<file path="src/rtl/asteroid_field_renderer_pkg.sv">
// Shared constants, asteroid record type and frame-update FSM states for the asteroid field renderer.
package asteroid_field_renderer_pkg;

    localparam logic [9:0] H_ACT_START = 10'd144;
    localparam logic [9:0] H_ACT_END   = 10'd784;
    localparam logic [9:0] V_ACT_START = 10'd35;
    localparam logic [9:0] V_ACT_END   = 10'd515;
    localparam logic [9:0] FIELD_W     = 10'd640;
    localparam logic [9:0] FIELD_H     = 10'd480;

    localparam logic [11:0] C_SHIP  = 12'h0F0;
    localparam logic [11:0] C_AST   = 12'hFFF;
    localparam logic [11:0] C_BLACK = 12'h000;

    typedef struct packed {
        logic        [9:0] x;
        logic        [9:0] y;
        logic signed [3:0] dx;
        logic signed [3:0] dy;
    } ast_t;

    typedef enum logic [1:0] {S_IDLE, S_UPDATE, S_DONE} fsm_state_t;

    function automatic ast_t ast_init(input int i);
        ast_t a;
        int   d;
        d    = (i % 3) + 1;
        a.x  = 10'((97 * i + 40) % 640);
        a.y  = 10'((61 * i + 20) % 480);
        a.dx = (i % 2 == 0) ? 4'(d) : 4'(-d);
        a.dy = 4'((i % 2) + 1);
        return a;
    endfunction

    // One motion step folded back into [0, lim); |d| is small so a single correction suffices.
    function automatic logic [9:0] wrap_add(input logic [9:0] p, input logic signed [3:0] d,
                                            input logic [9:0] lim);
        logic signed [10:0] n;
        n = $signed({1'b0, p}) + 11'(d);
        if (n >= $signed({1'b0, lim}))
            n = n - $signed({1'b0, lim});
        else if (n < 11'sd0)
            n = n + $signed({1'b0, lim});
        return n[9:0];
    endfunction

endpackage

</file>
<file path="src/rtl/asteroid_field_renderer_if.sv">
// Pixel-side bundle: pix_en qualifies the counters (no back-pressure); colour, hit, busy and FSM state return.
interface asteroid_field_renderer_if;
    import asteroid_field_renderer_pkg::*;

    logic       pix_en;
    logic [9:0] hcount;
    logic [9:0] vcount;
    logic [9:0] ship_x;
    logic [9:0] ship_y;
    logic [3:0] red;
    logic [3:0] green;
    logic [3:0] blue;
    logic       hit;
    logic       busy;
    fsm_state_t state;

    modport master (output pix_en, hcount, vcount, ship_x, ship_y,
                    input  red, green, blue, hit, busy, state);
    modport slave  (input  pix_en, hcount, vcount, ship_x, ship_y,
                    output red, green, blue, hit, busy, state);
endinterface

</file>
<file path="src/rtl/asteroid_field_renderer_box_hit.sv">
// Combinational square-coverage test; the end coordinate is 11 bits so squares clip instead of wrapping.
module asteroid_field_renderer_box_hit #(
    parameter int SIZE = 16
) (
    input  logic [9:0] px_i,
    input  logic [9:0] py_i,
    input  logic [9:0] ox_i,
    input  logic [9:0] oy_i,
    output logic       cover_o
);
    logic [10:0] x_end;
    logic [10:0] y_end;

    assign x_end   = {1'b0, ox_i} + 11'(SIZE);
    assign y_end   = {1'b0, oy_i} + 11'(SIZE);
    assign cover_o = (px_i >= ox_i) && ({1'b0, px_i} < x_end) &&
                     (py_i >= oy_i) && ({1'b0, py_i} < y_end);
endmodule

</file>
<file path="src/rtl/asteroid_field_renderer.sv">
// Renders ship and asteroid squares into registered RGB and advances asteroid motion once per frame.
module asteroid_field_renderer
    import asteroid_field_renderer_pkg::*;
#(
    parameter int NUM_AST   = 4,
    parameter int AST_SIZE  = 16,
    parameter int SHIP_SIZE = 8
) (
    input logic                      clk,
    input logic                      rst,
    asteroid_field_renderer_if.slave bus
);
    localparam int IW = (NUM_AST > 1) ? $clog2(NUM_AST) : 1;

    fsm_state_t          state_q, state_d;
    logic [IW-1:0]       idx_q, idx_d;
    logic                hit_q, hit_d;
    logic                collide_q, collide_d;
    logic [9:0]          ship_x_q, ship_y_q;
    logic [11:0]         rgb_q, rgb_d;
    ast_t                ast_q [NUM_AST];
    ast_t                ast_cur, ast_next;

    logic                active;
    logic [9:0]          px, py;
    logic                ship_cov;
    logic [NUM_AST-1:0]  ast_cov;

    assign active = (bus.hcount >= H_ACT_START) && (bus.hcount < H_ACT_END) &&
                    (bus.vcount >= V_ACT_START) && (bus.vcount < V_ACT_END);
    assign px = bus.hcount - H_ACT_START;
    assign py = bus.vcount - V_ACT_START;

    asteroid_field_renderer_box_hit #(.SIZE(SHIP_SIZE)) u_ship_box (
        .px_i(px), .py_i(py), .ox_i(ship_x_q), .oy_i(ship_y_q), .cover_o(ship_cov));

    for (genvar g = 0; g < NUM_AST; g++) begin : g_ast
        asteroid_field_renderer_box_hit #(.SIZE(AST_SIZE)) u_ast_box (
            .px_i(px), .py_i(py), .ox_i(ast_q[g].x), .oy_i(ast_q[g].y), .cover_o(ast_cov[g]));
    end

    always_comb begin
        rgb_d = C_BLACK;
        if (active) begin
            if (ship_cov)      rgb_d = C_SHIP;
            else if (|ast_cov) rgb_d = C_AST;
        end
    end

    // A collision sampled in the DONE cycle survives the end-of-frame clear.
    always_comb begin
        collide_d = collide_q && (state_q != S_DONE);
        if (bus.pix_en && active && ship_cov && (|ast_cov))
            collide_d = 1'b1;
    end

    always_comb begin
        state_d = state_q;
        idx_d   = idx_q;
        hit_d   = 1'b0;
        case (state_q)
            S_IDLE: begin
                if (bus.pix_en && (bus.hcount == 10'd0) && (bus.vcount == V_ACT_END)) begin
                    state_d = S_UPDATE;
                    idx_d   = '0;
                end
            end
            S_UPDATE: begin
                if (idx_q == IW'(NUM_AST - 1)) begin
                    state_d = S_DONE;
                    hit_d   = collide_d;
                end else begin
                    idx_d = idx_q + 1'b1;
                end
            end
            S_DONE:  state_d = S_IDLE;
            default: state_d = S_IDLE;
        endcase
    end

    always_comb begin
        ast_cur    = ast_q[idx_q];
        ast_next   = ast_cur;
        ast_next.x = wrap_add(ast_cur.x, ast_cur.dx, FIELD_W);
        ast_next.y = wrap_add(ast_cur.y, ast_cur.dy, FIELD_H);
    end

    always_ff @(posedge clk or posedge rst) begin
        if (rst) begin
            state_q   <= S_IDLE;
            idx_q     <= '0;
            hit_q     <= 1'b0;
            collide_q <= 1'b0;
            ship_x_q  <= '0;
            ship_y_q  <= '0;
            rgb_q     <= C_BLACK;
        end else begin
            state_q   <= state_d;
            idx_q     <= idx_d;
            hit_q     <= hit_d;
            collide_q <= collide_d;
            if (state_q == S_DONE) begin
                ship_x_q <= bus.ship_x;
                ship_y_q <= bus.ship_y;
            end
            if (bus.pix_en)
                rgb_q <= rgb_d;
        end
    end

    always_ff @(posedge clk or posedge rst) begin
        if (rst) begin
            for (int i = 0; i < NUM_AST; i++)
                ast_q[i] <= ast_init(i);
        end else if (state_q == S_UPDATE) begin
            ast_q[idx_q] <= ast_next;
        end
    end

    assign bus.red   = rgb_q[11:8];
    assign bus.green = rgb_q[7:4];
    assign bus.blue  = rgb_q[3:0];
    assign bus.hit   = hit_q;
    assign bus.busy  = (state_q != S_IDLE);
    assign bus.state = state_q;
endmodule
</file>
<file path="src/flat_wrapper.sv">
// flat-port wrapper written by rule: the top's interface ports become plain ports
module asteroid_field_renderer_flat import asteroid_field_renderer_pkg::*;
#(
    parameter int NUM_AST   = 4,
    parameter int AST_SIZE  = 16,
    parameter int SHIP_SIZE = 8
)
  (clk, rst, bus_pix_en, bus_hcount, bus_vcount, bus_ship_x, bus_ship_y, bus_red, bus_green, bus_blue, bus_hit, bus_busy, bus_state);
  asteroid_field_renderer_if bus_i ();
  input logic clk;
  input logic rst;
  input wire logic [$bits(bus_i.pix_en)-1:0] bus_pix_en;
  input wire logic [$bits(bus_i.hcount)-1:0] bus_hcount;
  input wire logic [$bits(bus_i.vcount)-1:0] bus_vcount;
  input wire logic [$bits(bus_i.ship_x)-1:0] bus_ship_x;
  input wire logic [$bits(bus_i.ship_y)-1:0] bus_ship_y;
  output wire logic [$bits(bus_i.red)-1:0] bus_red;
  output wire logic [$bits(bus_i.green)-1:0] bus_green;
  output wire logic [$bits(bus_i.blue)-1:0] bus_blue;
  output wire logic [$bits(bus_i.hit)-1:0] bus_hit;
  output wire logic [$bits(bus_i.busy)-1:0] bus_busy;
  output wire logic [$bits(bus_i.state)-1:0] bus_state;
  assign bus_i.pix_en = bus_pix_en;
  assign bus_i.hcount = bus_hcount;
  assign bus_i.vcount = bus_vcount;
  assign bus_i.ship_x = bus_ship_x;
  assign bus_i.ship_y = bus_ship_y;
  assign bus_red = bus_i.red;
  assign bus_green = bus_i.green;
  assign bus_blue = bus_i.blue;
  assign bus_hit = bus_i.hit;
  assign bus_busy = bus_i.busy;
  assign bus_state = bus_i.state;
  asteroid_field_renderer #(.NUM_AST(NUM_AST), .AST_SIZE(AST_SIZE), .SHIP_SIZE(SHIP_SIZE)) u_core (.clk(clk), .rst(rst), .bus(bus_i));
endmodule
</file>
<file path="config.mk">
export PLATFORM = sky130hd
export DESIGN_NAME = asteroid_field_renderer_flat
export DESIGN_NICKNAME = d
export VERILOG_FILES = /design/src/rtl/asteroid_field_renderer_pkg.sv /design/src/rtl/asteroid_field_renderer_if.sv /design/src/rtl/asteroid_field_renderer_box_hit.sv /design/src/rtl/asteroid_field_renderer.sv /design/src/flat_wrapper.sv
export SDC_FILE = /design/constraint.sdc
export NUM_CORES = 1
export LEC_CHECK = 0
export ABC_AREA = 1
export CORE_MARGIN = 1
export CORE_UTILIZATION = 55
export DETAILED_ROUTE_END_ITERATION = 10
export GPL_TIMING_DRIVEN = 1
export PLACE_DENSITY = 0.73
export RECOVER_POWER = 100
export SLEW_MARGIN = 20
export SYNTH_ARGS = -nofsm -noshare
export SYNTH_HDL_FRONTEND = slang
export SYNTH_SLANG_ARGS = --single-unit
</file>
<file path="constraint.sdc">
create_clock -name clk -period 11.3 [get_ports clk]
set_input_delay 1.695 -clock clk [delete_from_list [all_inputs] [get_ports clk]]
set_output_delay 1.695 -clock clk [all_outputs]
set_load 0.02 [all_outputs]
</file>
==> parameters.txt <==
Parameter                              Value

Run status
  Outcome    finished with violations
  Violated checks    capacitance limit, slew limit

Route
  Post-detailed-route via-to-cell ratio    about 5.5
  Post-detailed-route wirelength per cell    15.6 µm
  Count of TritonRoute iterations in the first routing pass    5
  DRC    0
  First-iteration detailed-routing DRC count    between 1000 and 1500
  Final ANT Viol Nets    0
  Total Routed Length    approximately 36 mm
  Via count    between 10000 and 15000

Critical path
  Endpoint of the most critical setup path    u_core.ast_q[97]
  Data arrival time of the worst path    ~7000 ps
  Highest fanout seen on the critical path    74
  Setup slack of the worst register-to-register path    ~4600 ps
  Critical path capture point type    flip-flop
  Startpoint-to-endpoint class of the critical path    flip-flop to flip-flop
  Reg2Reg Launch Point    u_core.idx_q[0]
  Crit path from    u_core.idx_q[0]
  Reg-to-Reg End    u_core.ast_q[97]
  Critical Path Source Type    flip-flop
  Required time at the worst-slack endpoint    roughly 12000 ps
  Path depth of the worst reg2reg path    8

Power
  Static leakage    between 7 and 8 nW
  Power, Total    1.34 mW
  Highest ir drop seen on vdd    between 0.08 and 0.09 mV
  Power per cell area    roughly 91 mW/mm²

Floorplanning
  Horizontal die dimension    around 160 µm
  Cell row count    56
  Die height    about 160 µm
  Boundary Pins    slightly below 60
  Core area    approximately 0.024 mm²
  DIE AREA    between 0.02 and 0.025 mm²
  Starting utilization of the core area    0.565

Clocking
  Deepest level of the CTS H-tree    4
  Total clock sinks    140
  Cell at the root of the clock tree    sky130_fd_sc_hd__clkbuf_16
  Clock latency reported for the late side of the worst-skew pair    approximately 430 ps
  Number of gates resized after CTS    0
  Number of buffers inserted during clock tree synthesis    17
  Post CTS Setup Buffer Count    0
  Number of hold buffers added after cts    0
  CTS tree    yes
  Clock-pin transition on the worst setup and hold timing paths    roughly 60 ps
  Deepest clock path buffer count    2

Placement
  GP Congestion    about 0.95
  HPWL reported at the end of detailed placement    between 20 and 30 mm
  Post-placement cell area    ~0.014 mm²
  Number of buffers added on ports    a little under 60
  Post-place setup slack    between 5000 and 6000 ps

Layout
  Final net count    around 2200
  Antenna Cells    0
  Final design area excluding fillers    0.0147 mm²
  Fraction of layout instances using a drive strength above 1    0.0514
  Area Overhead vs Synth    10.0%
  Fillcell total    about 2200
  Post-layout utilization of the core    0.622

Yosys
  Async SR Flop Fraction    1.00
  Synthesized area    roughly 0.013 mm²
  Post-synthesis cell type count    44
  Sequential share of the synthesized area    0.266
  Syn Inst Count    approximately 1900
  Synth warn    0
  Post-synth top flop    sky130_fd_sc_hd__dfrtp_1
  Post-synth EDFFs    0
  Synth Net Count    2190
  Synthesized area divided by synthesized cell count    about 6.9 µm²
  Total of flip-flops plus latches after synthesis    140

STA
  Headroom to the max-slew limit    -1.20
  Endpoints failing hold    0
  RSZ-0062 raised after global routing    no
  Total of endpoints with negative setup slack in the final report    0
  Post-route setup TNS    0 ps
  Final worst setup slack    between 4000 and 5000 ps
  Post-layout min period    6730 ps
  Final-report max-slew violation count    197
  Timing-limited maximum frequency    about 150 MHz
  Tightest Pin Transition    approximately 3300 ps
  Clock Skews    roughly 14 ps
  Final cycle utilization of the critical path    0.596

GRT
  Wire length of the first global-routing pass    between 50 and 60 mm
  Initial antenna violation count    0
  Number of global-route vias before repair    approximately 12000
  Total gr overflow    0
  Global-route usage over all layers    0.299
  Maximum number of pins on one net before global-route repair    75

Run
  Number of violations of the max-capacitance limit    4

Min path
  Worst hold path class    flip-flop to flip-flop
  Number of cells traversed by the worst hold path    2
## placed cells by master (no fill, tap or decap), types with 21 or more instances in the layout
cell                              n
sky130_fd_sc_hd__dlygate4sd3_1   39
sky130_fd_sc_hd__nand3_1        141
sky130_fd_sc_hd__nor2_1         135
sky130_fd_sc_hd__dfrtp_1         97
sky130_fd_sc_hd__ha_1           204
sky130_fd_sc_hd__a21oi_1        104
sky130_fd_sc_hd__nand2_1        595
sky130_fd_sc_hd__a21o_1          22
sky130_fd_sc_hd__nand4_1         21
sky130_fd_sc_hd__inv_1          253
sky130_fd_sc_hd__o21ai_0        128
sky130_fd_sc_hd__dfstp_2         43
sky130_fd_sc_hd__xor2_1          40
## through the flow
| stage | hold WS, ps | instances |
|---|---|---|
| CTS | 482 | 2305 |
| detailed placement | 470 | 2273 |
| global placement | 460 | 2273 |
| global route | 490 | 2305 |
| floorplan | 444 | 1941 |
| finish | 481 | 2305 |
## layer usage
layer / routed length (µm) / track usage / vias to the layer above
met1: 16500 / 0.401 / 5952
met3: 2400 / 0.0463 / 55
met2: 16300 / 0.492 / 430
li1: - / - / 6346
met4: 724 / 0.0980 / 0
met5: 0 / 0 / -
## power by group
group,switching (mW),internal (mW)
registers,0.00402,0.507
logic,0.155,0.102
clock network,0.240,0.327
## critical path: stages, from the launching register on
cell	delay [ps]
sky130_fd_sc_hd__dfrtp_1	320
sky130_fd_sc_hd__clkbuf_1	1740
sky130_fd_sc_hd__inv_4	860
sky130_fd_sc_hd__ha_1	500
sky130_fd_sc_hd__nand2_1	80
sky130_fd_sc_hd__clkbuf_1	1320
sky130_fd_sc_hd__clkinv_1	1220
sky130_fd_sc_hd__nand3_1	350
sky130_fd_sc_hd__o21ai_0	120
## cells in the mapped netlist (10+ instances only)
cell type                  instances  area, µm²
sky130_fd_sc_hd__a21o_1           22        165
sky130_fd_sc_hd__a21oi_1         104        521
sky130_fd_sc_hd__buf_4            14        105
sky130_fd_sc_hd__clkbuf_1         36        135
sky130_fd_sc_hd__dfrtp_1          97       2430
sky130_fd_sc_hd__dfstp_2          43       1130
sky130_fd_sc_hd__ha_1            204       2550
sky130_fd_sc_hd__inv_1           254        953
sky130_fd_sc_hd__nand2_1         590       2210
sky130_fd_sc_hd__nand2_2          11       68.8
sky130_fd_sc_hd__nand3_1         141        706
sky130_fd_sc_hd__nand3b_1         13       97.6
sky130_fd_sc_hd__nand4_1          21        131
sky130_fd_sc_hd__nor2_1          134        503
sky130_fd_sc_hd__nor3_1           20        100
sky130_fd_sc_hd__o21ai_0         128        641
sky130_fd_sc_hd__o21bai_1         10       75.1
sky130_fd_sc_hd__xnor2_1          18        158
sky130_fd_sc_hd__xor2_1           41        359
## final cells by class
type | count | area, µm² | area share
Clock buffer | 19 | 433 | 0.0294
Sequential cell | 140 | 3560 | 0.241
Timing Repair Buffer | 67 | 637 | 0.0432
Clock inverter | 13 | 144 | 0.00977
Inverter | 258 | 972 | 0.0660
Tap cell | 319 | 399 | 0.0271
Multi-Input combinational cell | 1489 | 8590 | 0.583
## sequential cells by signal, indices dropped and copies added, names as in the netlist
register,flops
u_core.ast_q,112
u_core.ship_x_q,10
u_core.ship_y_q,10
u_core.bus.state,2
u_core.idx_q,2
u_core.rgb_q,2
u_core.bus.hit,1
u_core.collide_q,1
## worst min path at each step
| stage | from | endpoint | slack (ps) |
|---|---|---|---|
| after global routing | u_core.ast_q[18] | u_core.ast_q[18] | 490 |
| after floorplan | u_core.collide_q | u_core.collide_q | 440 |
| after CTS | u_core.ast_q[18] | u_core.ast_q[18] | 480 |
| after global placement | u_core.collide_q | u_core.collide_q | 460 |
| after detailed placement | u_core.ast_q[18] | u_core.ast_q[18] | 470 |
| final | u_core.ast_q[64] | u_core.ast_q[64] | 480 |
## cells by family after synthesis
group / Yosys count / share of synthesized area
adder cells (fa/ha/maj): 206 / 0.194
flip-flops: 140 / 0.266
AO/OA/AOI/OAI: 275 / 0.112
XOR/XNOR: 60 / 0.0407
buffers and inverters: 312 / 0.0923
AND/OR/NAND/NOR: 948 / 0.296
Power figures use the tool's default switching activity.
